## src/rtl/iter_shifter.sv

```systemverilog
// Iterative shift/rotate unit: one bit position per clock, valid/ready on
// both the request and the result side. Same 3-bit opsel encoding as the
// single-cycle barrel shifter.
module iter_shifter #(
    parameter int WIDTH = 32
) (
    input  logic             clk,
    input  logic             rst_n,
    input  logic             in_valid,
    output logic             in_ready,
    input  logic [WIDTH-1:0] in_data,
    input  logic [2:0]       in_opsel,
    input  logic [4:0]       in_amount,
    output logic             out_valid,
    input  logic             out_ready,
    output logic [WIDTH-1:0] out_data,
    output logic             busy
);

    typedef enum logic [1:0] {
        IDLE  = 2'd0,
        SHIFT = 2'd1,
        DONE  = 2'd2
    } state_t;

    state_t           state;
    logic [WIDTH-1:0] work;
    logic [WIDTH-1:0] work_step;
    logic [2:0]       op;
    logic [4:0]       count;

    // One-bit step of the working register for the latched operation.
    always_comb begin
        work_step = work;
        if (op[2:1] == 2'b11) begin
            work_step = {work[WIDTH-1], work[WIDTH-1:1]};
        end else begin
            case (op[1:0])
                2'b00:   work_step = {work[WIDTH-2:0], 1'b0};
                2'b01:   work_step = {1'b0, work[WIDTH-1:1]};
                2'b10:   work_step = {work[WIDTH-2:0], work[WIDTH-1]};
                default: work_step = {work[0], work[WIDTH-1:1]};
            endcase
        end
    end

    // Control FSM plus working register and remaining-step counter.
    always_ff @(posedge clk or negedge rst_n) begin
        if (!rst_n) begin
            state <= IDLE;
            work  <= '0;
            op    <= '0;
            count <= '0;
        end else begin
            case (state)
                IDLE: begin
                    if (in_valid) begin
                        work  <= in_data;
                        op    <= in_opsel;
                        count <= in_amount;
                        state <= (in_amount == 5'd0) ? DONE : SHIFT;
                    end
                end
                SHIFT: begin
                    work  <= work_step;
                    count <= count - 5'd1;
                    if (count == 5'd1) begin
                        state <= DONE;
                    end
                end
                DONE: begin
                    if (out_ready) begin
                        state <= IDLE;
                    end
                end
                default: state <= IDLE;
            endcase
        end
    end

    assign in_ready  = (state == IDLE);
    assign out_valid = (state == DONE);
    assign busy      = (state != IDLE);
    assign out_data  = work;

endmodule

```

## config.mk

```make
export PLATFORM = sky130hd
export DESIGN_NAME = iter_shifter
export DESIGN_NICKNAME = d
export VERILOG_FILES = /design/src/rtl/iter_shifter.sv
export SDC_FILE = /design/constraint.sdc
export NUM_CORES = 1
export LEC_CHECK = 0
export ABC_AREA = 1
export CAP_MARGIN = 0
export CORE_MARGIN = 10
export CORE_UTILIZATION = 43
export CTS_BUF_LIST = sky130_fd_sc_hd__clkbuf_4 sky130_fd_sc_hd__clkbuf_8 sky130_fd_sc_hd__clkbuf_16
export DETAILED_ROUTE_END_ITERATION = 8
export GPL_ROUTABILITY_DRIVEN = 0
export PLACE_DENSITY = 0.77
export RECOVER_POWER = 25
export SLEW_MARGIN = 20
export SYNTH_ARGS = -nofsm -noshare
export SYNTH_HDL_FRONTEND = slang
export SYNTH_SLANG_ARGS = --single-unit
```

## constraint.sdc

```tcl
create_clock -name clk -period 1.3 [get_ports clk]
set_input_delay 0.325 -clock clk [delete_from_list [all_inputs] [get_ports clk]]
set_output_delay 0.325 -clock clk [all_outputs]
set_load 0.05 [all_outputs]
```

==> Flow_metrics.wiki <==
{| class="wikitable"
! Metric !! Value
|-
| Outcome || finished with violations
|-
| Failing checks || negative setup slack
|-
| Post-detailed-placement half-perimeter wirelength || ~5600 µm
|-
| Post-synthesis sequential area ratio || roughly 40%
|-
| Initial Utilization || 44.1%
|-
| Number of pins with negative max-slew slack in the final report || 0
|-
| Power after layout || between 10 and 15 mW
|-
| Met2 Track Usage GR || roughly 29%
|-
| Final worst path period share || 111%
|-
| Crit-path max FO || 3
|-
| Antenna violations before repair || 0
|-
| Number of max-cap violations || 0
|-
| Hold violation total from the final report || 0
|-
| Net count after synthesis || about 410
|-
| Register bit count reported by yosys || between 40 and 50
|-
| Mean routed wirelength per cell || around 16 µm
|-
| Vertical die dimension || 97.7 µm
|-
| Max-slew headroom || ~73%
|-
| Std-Cell Rows || 28
|-
| CP arrival || between 1000 and 1500 ps
|-
| Clock period minus final worst setup slack || 1440 ps
|-
| GRT met1 Usage || 18.7%
|-
| Required time of the critical path || 980 ps
|-
| Pleak || 2.05 nW
|-
| Syn Area/Cell || approximately 7.1 µm²
|-
| Number of synthesized flops with an enable pin || 0
|-
| CTS root buffer || sky130_fd_sc_hd__clkbuf_8
|-
| Remaining global-route overflow || 0
|-
| Biggest area contributors in the synthesized netlist || sky130_fd_sc_hd__dfrtp_1, sky130_fd_sc_hd__nand3_1, sky130_fd_sc_hd__nand2_1
|-
| Number of global-route vias before repair || roughly 2.7k
|-
| Proportion of synthesized flip-flops having asynchronous set or reset || 100%
|-
| Most common cell in the synthesized netlist || sky130_fd_sc_hd__nand2_1
|-
| Ports || about 80
|-
| Placeable Area || 5890 µm²
|-
| Pin count of the biggest net entering global routing || 32
|-
| Number of buffers created by CTS || 5
|-
| Area share of the largest cell type after synthesis || 40.5%
|-
| Instance area at placement || ~3900 µm²
|-
| Vias per std cell || 5.33
|-
| Routed wire length || around 8400 µm
|-
| Min-delay worst type || in2async
|-
| Violation count after the first detailed-route iteration || 150
|-
| CP Launch Point || state[1]$_DFFE_PN0P_
|-
| RSZ-0062 raised after global routing || yes
|-
| Most frequent cells after synthesis || sky130_fd_sc_hd__nand2_1, sky130_fd_sc_hd__nand3_1, sky130_fd_sc_hd__inv_1
|-
| Post-DRT Antenna Nets || 0
|-
| Endpoint type of the worst setup path || primary output
|-
| VDD IR max || around 1.9 mV
|-
| Maximum achievable frequency || 0.694 GHz
|-
| Worst-Skew Late Latency || around 290 ps
|-
| H-tree depth reported by CTS || 2
|-
| Critical path launch point type || flip-flop
|-
| TritonCTS clock tree || done
|-
| Post-Layout Inst Area || about 4200 µm²
|-
| Actual slew at the worst max-slew pin || ~410 ps
|-
| Number of vias in the routed layout || approximately 2.9k
|-
| Port-buffer cells || roughly 80
|-
| Top flip-flop cell by instance count after synthesis || sky130_fd_sc_hd__dfrtp_1
|-
| RR Startpoint || state[0]$_DFFE_PN0P_
|-
| GR peak layer || met2
|-
| Synth Cell Area || between 2000 and 3000 µm²
|-
| Post-synth cell types || 21
|-
| Total power divided by cell area || 3270 nW/µm²
|-
| Post-synthesis cell count || between 300 and 400
|-
| Drc violations || 0
|-
| Global-route usage over all layers || between 15 and 20%
|-
| Clock Skew || between 10 and 15 ps
|-
| Antenna diodes || 0
|-
| Top cell type by total area after synthesis || sky130_fd_sc_hd__dfrtp_1
|-
| Nets || between 500 and 600
|-
| Horizontal die dimension || slightly below 100 µm
|-
| First-pass GRT wire length || approximately 13000 µm
|-
| Floorplan die area || about 9500 µm²
|-
| Met3 GRT Util || approximately 4.6%
|-
| Proportion of layout cells with a drive suffix above 1 || a little under a fifth
|-
| Path type of the worst setup path || reg2out
|-
| Flop2flop setup slack || -110 ps
|-
| Final setup slack of the worst path || -140 ps
|-
| Pre-antenna DRT Iters || 5
|-
| CTS Buffer Depth || 2
|-
| Warning count from the yosys run || 0
|-
| Area delta synth->final || 63.1%
|-
| Clock sink count || 42
|-
| Finish-stage setup viols || 35
|-
| Clk pin slew, worst setup/hold paths || about 80 ps
|}
-- where the power goes --
| part | total (mW) | switching (mW) | internal [mW] | leakage, nW |
|---|---|---|---|---|
| logic | 10.2 | 5.51 | 4.69 | 1.52 |
| clock network | 0.850 | 0.438 | 0.412 | 0.0452 |
| registers | 2.77 | 0.760 | 2.01 | 0.482 |
| total | 13.8 | 6.71 | 7.12 | 2.05 |
-- cell type report --
type / count / area, µm²
fillers: 440 / 1650
clock buffers: 7 / 83.8
repair buffers: 110 / 1520
inverters: 47 / 181
flip-flops and latches: 42 / 1050
multi-input cells: 256 / 1300
well taps: 75 / 93.8
-- flip-flops by register name (all words and copies together) (netlist names) --
signal	cells
count	5
op	3
state	2
out_data	32
-- logic make-up after synthesis --
| kind of cell | share of synthesized area [%] |
|---|---|
| simple gates | 30.2 |
| buf+inv | 11.2 |
| compound gates | 17.1 |
| fa+ha+maj | 0.964 |
| flops | 40.5 |
-- worst max-delay path: stages (launching register included) --
cell                      delay [ps]
sky130_fd_sc_hd__dfrtp_2         440
sky130_fd_sc_hd__nor2_4          140
sky130_fd_sc_hd__buf_6           120
sky130_fd_sc_hd__buf_12          120
-- placed cells by master (no fill, tap or decap), drive strengths merged --
| cell type | Yosys | routed |
|---|---|---|
| ha | 2 | 2 |
| o21bai | 1 | 1 |
| bufbuf | 0 | 1 |
| inv | 47 | 47 |
| a21boi | 30 | 30 |
| buf | 16 | 63 |
| dlygate4sd3 | 0 | 1 |
| a21oi | 31 | 31 |
| nor2 | 11 | 11 |
| dlygate4sd2 | 0 | 1 |
| nand3 | 72 | 72 |
| o21ai | 9 | 9 |
| o211ai | 1 | 1 |
| clkbuf | 7 | 10 |
| nand2 | 97 | 97 |
| nand4 | 2 | 2 |
| dfrtp | 42 | 42 |
| clkdlybuf4s50 | 0 | 41 |
-- timing repair --
item,4_1_cts,5_1_grt
endpoints found under the setup margin,37,42
pin swaps,2,3
gates cloned,2,2
hold endpoints to repair,14,0
resized for setup,8,10
buffers inserted,7,5
hold buffers,1,0
-- through the flow --
stage / instances / util [%] / hold slack, ps / setup TNS (ps) / worst slack, ps
floorplan: 368 / - / 29.4 / -273 / -107
global placement: 513 / 65.9 / 267 / -8280 / -237
detailed placement: 513 / 65.9 / 268 / -9840 / -302
CTS: 530 / 69.9 / 491 / -2250 / -155
global route: 537 / 71.9 / 527 / -5460 / -200
finish: 537 / 71.9 / 486 / -3210 / -140
-- layer usage --
metal / vias up / wire length (µm)
met3: 14 / 540
met1: 1342 / 3320
li1: 1380 / -
met4: 0 / 147
met2: 124 / 4400
met5: - / 0
-- worst paths after layout --
| kind | cells after the start | to |
|---|---|---|
| max in group asynchronous | 3 | op[0]$_DFFE_PN0P_ |
| setup / recovery | 3 | in_ready |
| hold / removal | 2 | out_data[26]$_DFFE_PN0P_ |
| min in group clk | 2 | count[4]$_DFFE_PN0P_ |
| setup reg to reg | 6 | out_data[22]$_DFFE_PN0P_ |
| hold reg to reg | 2 | count[4]$_DFFE_PN0P_ |
Power figures use the tool's default switching activity.
